### src/rtl/gc_pack_pkg.sv
// Shared types and tag encodings for the GarbledCircuit stream packer.
package gc_pack_pkg;

  typedef enum logic [1:0] {
    LABEL = 2'd0,
    KEY   = 2'd1,
    TABLE = 2'd2,
    MASK  = 2'd3
  } rec_type_t;

  typedef enum logic [1:0] {
    IDLE   = 2'd0,
    STREAM = 2'd1,
    DRAIN  = 2'd2,
    DONE   = 2'd3
  } state_t;

  localparam logic [2:0] TAG_KEY       = 3'b001;
  localparam logic [2:0] TAG_TABLE     = 3'b010;
  localparam logic [2:0] TAG_MASK      = 3'b011;
  localparam int         TAG_LABEL_BIT = 2;

endpackage

### src/rtl/gc_dual_write_fifo.sv
// FIFO with two write ports per cycle (port 0 lands first) and one read port.
// The head is read combinationally; when empty the last popped word is held.
module gc_dual_write_fifo #(
  parameter int W     = 8,
  parameter int DEPTH = 16
) (
  input  logic                       clk,
  input  logic                       rst,
  input  logic                       wr_en0,
  input  logic [W-1:0]               wr_data0,
  input  logic                       wr_en1,
  input  logic [W-1:0]               wr_data1,
  input  logic                       rd_en,
  output logic [W-1:0]               rd_data,
  output logic [$clog2(DEPTH):0]     count,
  output logic [$clog2(DEPTH):0]     free
);

  localparam int AW = $clog2(DEPTH);
  localparam int PW = AW + 1;

  logic [W-1:0]  mem [DEPTH];
  logic [PW-1:0] wr_ptr_reg, rd_ptr_reg;
  logic [W-1:0]  last_reg;
  logic [AW-1:0] waddr0, waddr1, raddr;
  logic          empty;

  assign waddr0 = wr_ptr_reg[AW-1:0];
  assign waddr1 = waddr0 + AW'(wr_en0);
  assign raddr  = rd_ptr_reg[AW-1:0];
  assign empty  = (wr_ptr_reg == rd_ptr_reg);
  // Extra pointer MSB distinguishes full from empty; full is count == DEPTH.
  assign count  = wr_ptr_reg - rd_ptr_reg;
  assign free   = PW'(DEPTH) - count;

  always_ff @(posedge clk) begin
    if (wr_en0) mem[waddr0] <= wr_data0;
    if (wr_en1) mem[waddr1] <= wr_data1;
  end

  always_ff @(posedge clk) begin
    if (!rst) begin
      wr_ptr_reg <= '0;
      rd_ptr_reg <= '0;
      last_reg   <= '0;
    end else begin
      wr_ptr_reg <= wr_ptr_reg + PW'(wr_en0) + PW'(wr_en1);
      if (rd_en && !empty) begin
        rd_ptr_reg <= rd_ptr_reg + PW'(1);
        last_reg   <= mem[raddr];
      end
    end
  end

  assign rd_data = empty ? last_reg : mem[raddr];

endmodule

### src/rtl/gc_stream_packer.sv
// Packs GarbledCircuit tagged words into a single-word record stream.
// Optional protocol checker enabled by defining GC_PACK_CHECK_EN.
module gc_stream_packer
  import gc_pack_pkg::*;
#(
  parameter int S     = 5,
  parameter int K     = 128,
  parameter int DEPTH = 16
) (
  input  logic         clk,
  input  logic         rst,
  input  logic         start,
  input  logic [2:0]   tag,
  input  logic [S-1:0] index0,
  input  logic [S-1:0] index1,
  input  logic [K-1:0] data0,
  input  logic [K-1:0] data1,
  output logic         out_valid,
  input  logic         out_ready,
  output logic [1:0]   out_type,
  output logic [S-1:0] out_index,
  output logic [K-1:0] out_data,
  output logic         out_last,
  output logic         done,
  output logic         overflow,
  output logic         error
);

  localparam int W  = 2 + S + K;
  localparam int PW = $clog2(DEPTH) + 1;

  state_t        state_reg, state_next;
  logic          we0, we1;
  logic [W-1:0]  rec0, rec1, head;
  logic [PW-1:0] count, free;
  logic [1:0]    n_words;
  logic          capture_ok, fits, is_mask, ovf, mask_drop, pop, rearm;
  logic          overflow_reg, mask_lost_reg;

  always_comb begin
    we0  = 1'b0;
    we1  = 1'b0;
    rec0 = {LABEL, index0, data0};
    rec1 = {LABEL, index1, data1};
    if (tag[TAG_LABEL_BIT]) begin
      we0 = tag[0];
      we1 = tag[1];
    end else begin
      case (tag)
        TAG_KEY: begin
          we0  = 1'b1;
          we1  = 1'b1;
          rec0 = {KEY, S'(0), data0};
          rec1 = {KEY, S'(1), data1};
        end
        TAG_TABLE: begin
          we0  = 1'b1;
          we1  = 1'b1;
          rec0 = {TABLE, index0, data0};
          rec1 = {TABLE, index1, data1};
        end
        TAG_MASK: begin
          we0  = 1'b1;
          rec0 = {MASK, S'(0), data0};
        end
        default: ;
      endcase
    end
  end

  // Room is judged on the pre-pop count, so a same-cycle pop never makes space.
  assign capture_ok = (state_reg == IDLE) || (state_reg == STREAM);
  assign n_words    = {1'b0, we0} + {1'b0, we1};
  assign fits       = PW'(n_words) <= free;
  assign is_mask    = (tag == TAG_MASK);
  assign ovf        = capture_ok && !fits;
  assign mask_drop  = ovf && is_mask;
  assign pop        = out_valid && out_ready;
  assign rearm      = (state_reg == DONE) && start;

  gc_dual_write_fifo #(.W(W), .DEPTH(DEPTH)) u_fifo (
    .clk      (clk),
    .rst      (rst),
    .wr_en0   (capture_ok && fits && we0),
    .wr_data0 (rec0),
    .wr_en1   (capture_ok && fits && we1),
    .wr_data1 (rec1),
    .rd_en    (pop),
    .rd_data  (head),
    .count    (count),
    .free     (free)
  );

  assign out_valid = (count != '0);
  assign out_type  = head[W-1 -: 2];
  assign out_index = head[K +: S];
  assign out_data  = head[K-1:0];
  assign out_last  = out_valid && (out_type == MASK);

  always_comb begin
    state_next = state_reg;
    case (state_reg)
      IDLE:   if (is_mask) state_next = DRAIN;
              else if (tag != 3'b000) state_next = STREAM;
      STREAM: if (is_mask) state_next = DRAIN;
      // A dropped MASK never reaches the head, so finish once the FIFO runs dry.
      DRAIN:  if ((pop && out_last) || (mask_lost_reg && !out_valid)) state_next = DONE;
      DONE:   if (start) state_next = IDLE;
      default: state_next = IDLE;
    endcase
  end

  always_ff @(posedge clk) begin
    if (!rst) state_reg <= IDLE;
    else      state_reg <= state_next;
  end

  always_ff @(posedge clk) begin
    if (!rst || rearm) begin
      overflow_reg  <= 1'b0;
      mask_lost_reg <= 1'b0;
    end else begin
      if (ovf)       overflow_reg  <= 1'b1;
      if (mask_drop) mask_lost_reg <= 1'b1;
    end
  end

  assign done     = (state_reg == DONE);
  assign overflow = overflow_reg;

`ifdef GC_PACK_CHECK_EN
  logic error_reg, err_evt;

  assign err_evt = (!capture_ok && tag != 3'b000)
                || (tag == TAG_TABLE && index1 != index0 + S'(1))
                || (tag == 3'b100)
                || mask_drop;

  always_ff @(posedge clk) begin
    if (!rst || rearm) error_reg <= 1'b0;
    else if (err_evt)  error_reg <= 1'b1;
  end

  assign error = error_reg;
`else
  assign error = 1'b0;
`endif

endmodule
### config.mk
export PLATFORM = sky130hd
export DESIGN_NAME = gc_stream_packer
export DESIGN_NICKNAME = d
export VERILOG_FILES = /design/src/rtl/gc_pack_pkg.sv /design/src/rtl/gc_dual_write_fifo.sv /design/src/rtl/gc_stream_packer.sv
export SDC_FILE = /design/constraint.sdc
export NUM_CORES = 2
export LEC_CHECK = 0
export CAP_MARGIN = 30
export CORE_MARGIN = 5
export CORE_UTILIZATION = 30
export DETAILED_ROUTE_END_ITERATION = 6
export PLACE_DENSITY = 0.58
export SLEW_MARGIN = 0
export SYNTH_ARGS = -nofsm -noshare
export SYNTH_HDL_FRONTEND = slang
export SYNTH_SLANG_ARGS = --single-unit
### constraint.sdc
create_clock -name clk -period 19.2 [get_ports clk]
set_clock_uncertainty 0.2 [all_clocks]
set_input_delay 2.88 -clock clk [delete_from_list [all_inputs] [get_ports clk]]
set_output_delay 2.88 -clock clk [all_outputs]
set_load 0.01 [all_outputs]
**After elaboration in Yosys (flattened, before gate mapping)**

Memories as Yosys holds them, arrays and structs flattened. A register that Yosys moved wholly into a read port is not among the register bits.
Index checks and enable logic that the tools add are counted.

- Bits in registers: 149
- Latch bits: 0
- Memory bits (writable): 2160
- Memory bits (read-only): 0
- Input port bits: 273
- Logic and storage cells: 72
- Memories: 1

- $add $sub $neg: 7
- $mul: 0
- Div/mod/pow operators: 0
- Magnitude comparators: 1
- Eq/ne operators: 12
- Shifts and indexed selects: 0
- Mux-type cells: 21
- Bitwise operators: 0
- Reduce and logical (&&, ||, !) cells: 24

Memory list:

| memory | depth | bits a word | read ports | clocked after Yosys merged registers in | write ports | RTL line | text |
|---|---|---|---|---|---|---|---|
| u_fifo.mem | 16 | 135 | 1 | 1 | 2 | gc_dual_write_fifo.sv:22 | `logic [W-1:0] mem [DEPTH];` |

Operators by type and width:

| operator | count |
|---|---|
| 2-to-1 mux 135 bit | 3 |
| one-hot mux 135 bit (3 select lines) | 1 |
| one-hot mux 135 bit (2 select lines) | 1 |
| logical AND 1 bit | 11 |
| adder 5 x 1 -> 5 bit | 2 |
| 2-to-1 mux 2 bit | 5 |
| 2-to-1 mux 1 bit | 8 |
| 2-to-1 mux 4 bit | 2 |
| one-hot mux 2 bit (4 select lines) | 1 |
| equality test 2 bit, second input constant | 3 |
| equality test 3 x 2 -> 1 bit, second input constant | 2 |
| inequality test 2 bit, second input constant | 3 |
| adder 5 x 1 -> 5 bit, second input constant | 1 |
| equality test 5 bit | 1 |
| less-or-equal comparator 2 x 5 -> 1 bit | 1 |
| nonzero test 5 bit | 1 |
| subtractor 5 bit | 1 |
| subtractor 5 bit, first input constant | 1 |
| adder 4 x 1 -> 4 bit | 1 |
| zero test 1 bit | 4 |
| AND reduction 4 bit | 1 |
| equality test 3 x 1 -> 1 bit, second input constant | 1 |
| logical OR 1 bit | 3 |
| inequality test 3 x 2 -> 1 bit, second input constant | 1 |
| other kinds (6) | 6 |

**Depth between registers and ports, before layout**

- Word-level depth: 10
- Mapped depth: 26
- Gate-level depth less buffers: 20

**Cells and area by module**

From an unflattened synthesis, not the netlist that was laid out.

- Cell total of the unflattened synthesis: 8801
- Area total of the unflattened synthesis: 114220.8 sq um

Modules (own cells, without submodules):

| module | instances | cells each | area an instance (sq um) |
|---|---|---|---|
| gc_dual_write_fifo | 1 | 8731 | 113691.5 |
| gc_stream_packer | 1 | 70 | 529.3 |

**Worst setup path before layout**

OpenSTA, ideal clock, no wires.

- Path kind: input port to flip-flop
- Start: input tag[1]
- End: memory u_fifo.mem[13][0] (netlist bit), enable pin
- Data arrival time: 18.899 ns
- Required time: 18.006 ns
- Setup slack: -0.893 ns
- Cell stages on the path: 16
- Buffers on the path: 5
- Cells stage by stage: clkbuf_1 > nor2b_1 > nor2_1 > clkbuf_1 > inv_1 > ha_1 > inv_1 > ha_1 > nand2_1 > nand2_1 > a211o_1 > buf_6 > buf_8 > nand2_1 > buf_2 > o41ai_1

RTL lines:

| what | RTL line | text |
|---|---|---|
| from (decl) | gc_stream_packer.sv:13 | `input logic [2:0] tag,` |
| to (decl) | gc_dual_write_fifo.sv:22 |  |

==> impl_metrics.json <==
{
  "viasPerCell": 5.31,
  "path_clk_slew_ns": 0.05,
  "fin_crit_sh_pct": 57.3,
  "n_fill_cell": 36400,
  "die_x_um": 633,
  "maxSlewHeadroom_pct": 19.7,
  "initial_utilization_pct": 30.1,
  "fin_area_um2": 133000,
  "synthDistinctLibCells": 55,
  "yosysWarnings": 0,
  "crit_slowest_cell": "buf_4",
  "p_int_uw": 11500,
  "cts_tree": "yes",
  "placed_cell_area_um2": 125000,
  "antenna_found_initial": 104,
  "hold_buffers": 0,
  "status": "completed",
  "drcViolationCount": 0,
  "final_cell_mix": "edfxtp_1 (2160), mux2_2 (1805), mux4_2 (622), clkdlybuf4s50_1 (410), mux2_1 (378)",
  "worstSetupStartpointType": "primary input",
  "grt_usage_pct": 17.9,
  "crit_fanout": 50,
  "p_switching_uw": 5300,
  "routed-via-count": 65300,
  "drtAntennaViolNets": 0,
  "cts_setup_buffers": 0,
  "min_path_type": "register to register",
  "final_max_slew_viol_count": 0,
  "cts-resized-gates": 0,
  "multiInputGateArea_um2": 44600,
  "die_area_um2": 400000,
  "hold_path_depth": 2,
  "combPwrFrac_pct": 31.0,
  "coreArea_um2": 386000,
  "grt_max_degree": 114,
  "dr.pass1.iters": 6,
  "worstMarginPinSlew_ns": 1.20,
  "synthCells": 6775,
  "switching_share_pct": 31.6,
  "reg2reg_depth": 23,
  "pwr-share-clk_pct": 29.8,
  "ir_drop_v": 0.000161,
  "drt_iter0_drc": 5530,
  "cts_buffers": 278,
  "syn-num-nets": 7068,
  "pre_cts_slack_ns": 7.44,
  "synth_edf_count": 2160,
  "syn_area_um2": 116000,
  "cpLargestDelayFamily": "buffers and inverters",
  "num_rows": 228,
  "reg2reg_to": "u_fifo.mem[11][71]",
  "endpoint": "u_fifo.mem[11][71]",
  "cpMostUsedCell": "buf_4",
  "synth_top_area_cell": "edfxtp_1",
  "routabilityCongestion": 0.763,
  "grt_pass1_wl_mm": 522,
  "cts_sinks": 2313,
  "r2r_setup_slack_ns": 10.61,
  "startpoint": "tag[2]",
  "maxCapViolCount": 0,
  "ys_seq_area_share_pct": 58.4,
  "setup_slack_ns": 8.20,
  "p_leak_uw": 0.0424,
  "max-clock-path-buffers": 4,
  "wl_mm": 371,
  "port_buffers": 411,
  "worst_setup_path_end_kind": "register",
  "ioPinCount": 413,
  "synth_area_leaders": "edfxtp_1 (56%), mux2_2 (17%), mux4_2 (12%), mux2_1 (3.7%), dfxtp_1 (2.6%)",
  "dp_hpwl_mm": 209,
  "largest_register_ffs": 2160,
  "path_cells": "clkdlybuf4s50_1, nand2b_4, inv_2, nand2b_2, nand2_1, ha_1, inv_1, ha_1, inv_1, a21oi_1, a211o_1, buf_4, nand2_1, nor2_1, ha_1, nand2_1, xor2_1, nand2b_1, mux2i_1, nand3b_1, buf_4, buf_4, buf_4, mux2_2",
  "tns_ns": 0,
  "fin_util_pct": 34.5,
  "finalCriticalPeriod_ns": 11.00,
  "timing.rr.start": "u_fifo.wr_ptr_reg[0]",
  "drive_gt1_share_pct": 42.2,
  "wl_per_cell_um": 30.2,
  "area_growth_pct": 14.6,
  "async_flop_share_pct": 0,
  "critPathKind": "primary input to register",
  "grt_overflow_total": 0,
  "power_density_nw_per_um2": 126,
  "fmax_mhz": 90.9,
  "finalHoldViolCount": 0,
  "final-seq-area_um2": 67900,
  "ys_ff_latch": 2313,
  "syn_area_per_cell_um2": 17.2,
  "grt_pass1_vias": 68100,
  "layout_commonest_cell": "edfxtp_1",
  "rsz0062_at_grt": "no",
  "clkLatencyLatePin_ns": 0.89,
  "crit_buf_inv": 8,
  "yosysTopAreaCellShare_pct": 55.8,
  "arrival_ns": 11.39,
  "cp_num_cells": 24,
  "fin_nets": 7173,
  "ys.flop_type": "edfxtp_1",
  "cpPeakStageDelay_ns": 0.93,
  "seq_power_share_pct": 39.2,
  "crit_required_ns": 19.59,
  "fp.dieH_um": 633,
  "setup_viol": 0,
  "cts-root-buf": "clkbuf_16",
  "cts_max_level": 5
}
through the flow:
stage / cells / hold slack, ns / total power [uW]
floorplan: 6775 / 0.241 / 9960
global placement: 11800 / 0.248 / 11800
detailed placement: 11800 / 0.256 / 11900
CTS: 12300 / 0.263 / 17000
global route: 12300 / 0.281 / 17400
finish: 12300 / 0.260 / 16800
Yosys cell counts (all sizes together) (10+ instances only):
library cell and n:
dfxtp 153, and2 10, clkbuf 400, nand2 304, nor2b 70, mux2i 138
o41ai 16, a21oi 54, inv 32, nand3 20, mux2 2183, mux4 622
buf 336, edfxtp 2160, a211oi 49, ha 18, a21boi 136
cells by family after synthesis:
| logic type | after synthesis | share of synthesized area [%] |
|---|---|---|
| multiplexers | 2943 | 34.4 |
| adder cells (fa/ha/maj) | 20 | 0.228 |
| other | 1 | 0.00322 |
| flip-flops | 2313 | 58.4 |
| XOR/XNOR | 11 | 0.0828 |
| AO/OA/AOI/OAI | 277 | 1.68 |
| buffers and inverters | 768 | 3.43 |
| AND/OR/NAND/NOR | 442 | 1.82 |
worst min-delay path by stage:
| stage | startpoint | endpoint | slack (ns) |
|---|---|---|---|
| after floorplan | u_fifo.last_reg[0] | u_fifo.last_reg[0] | 0.24 |
| after global placement | u_fifo.last_reg[102] | u_fifo.last_reg[102] | 0.25 |
| after detailed placement | u_fifo.last_reg[89] | u_fifo.last_reg[89] | 0.26 |
| after CTS | u_fifo.last_reg[89] | u_fifo.last_reg[89] | 0.26 |
| after global routing | u_fifo.last_reg[6] | u_fifo.last_reg[6] | 0.28 |
| final | u_fifo.last_reg[89] | u_fifo.last_reg[89] | 0.26 |
cell type report:
| class | count | share of cell area [%] |
|---|---|---|
| antenna | 36 | 0.0676 |
| clock buffer | 356 | 5.59 |
| clock inverter | 138 | 0.764 |
| inverter | 32 | 0.0901 |
| multi-input combinational | 3694 | 33.5 |
| sequential | 2313 | 51.0 |
| tap | 5175 | 4.86 |
| timing repair buffer | 561 | 4.19 |
power groups by stage:
stage | Sequential (uW) | Clock [uW] | Combinational [uW]
2_1_floorplan | 6940 | 0 | 3020
3_3_place_gp | 6640 | 0 | 5200
3_5_place_dp | 6670 | 0 | 5250
4_1_cts | 6570 | 5120 | 5280
5_1_grt | 6620 | 5330 | 5490
6_report | 6570 | 5000 | 5190
worst reg2reg max path, stage by stage (launching register included):
cell	delay (ns)
dfxtp_1	0.38
inv_1	0.15
ha_1	0.18
inv_1	0.05
fa_1	0.50
inv_1	0.05
ha_1	0.27
inv_1	0.04
ha_1	0.34
a21oi_1	0.21
a211o_1	0.12
buf_4	0.37
nand2_1	0.65
nor2_1	0.37
ha_1	0.26
nand2_1	0.09
xor2_1	0.29
nand2b_1	0.18
mux2i_1	0.27
nand3b_1	0.23
buf_4	0.82
buf_4	0.89
buf_4	0.95
mux2_2	0.44
per-layer routing:
| metal | vias to the layer above | GRT usage [%] | wire [um] |
|---|---|---|---|
| met1 | 35300 | 23.2 | 154000 |
| met5 | - | 0 | 293 |
| li1 | 27200 | - | - |
| met2 | 2150 | 30.8 | 185000 |
| met3 | 627 | 3.41 | 22300 |
| met4 | 50 | 4.73 | 9780 |
Note: power is estimated with default switching activity, not from simulation.
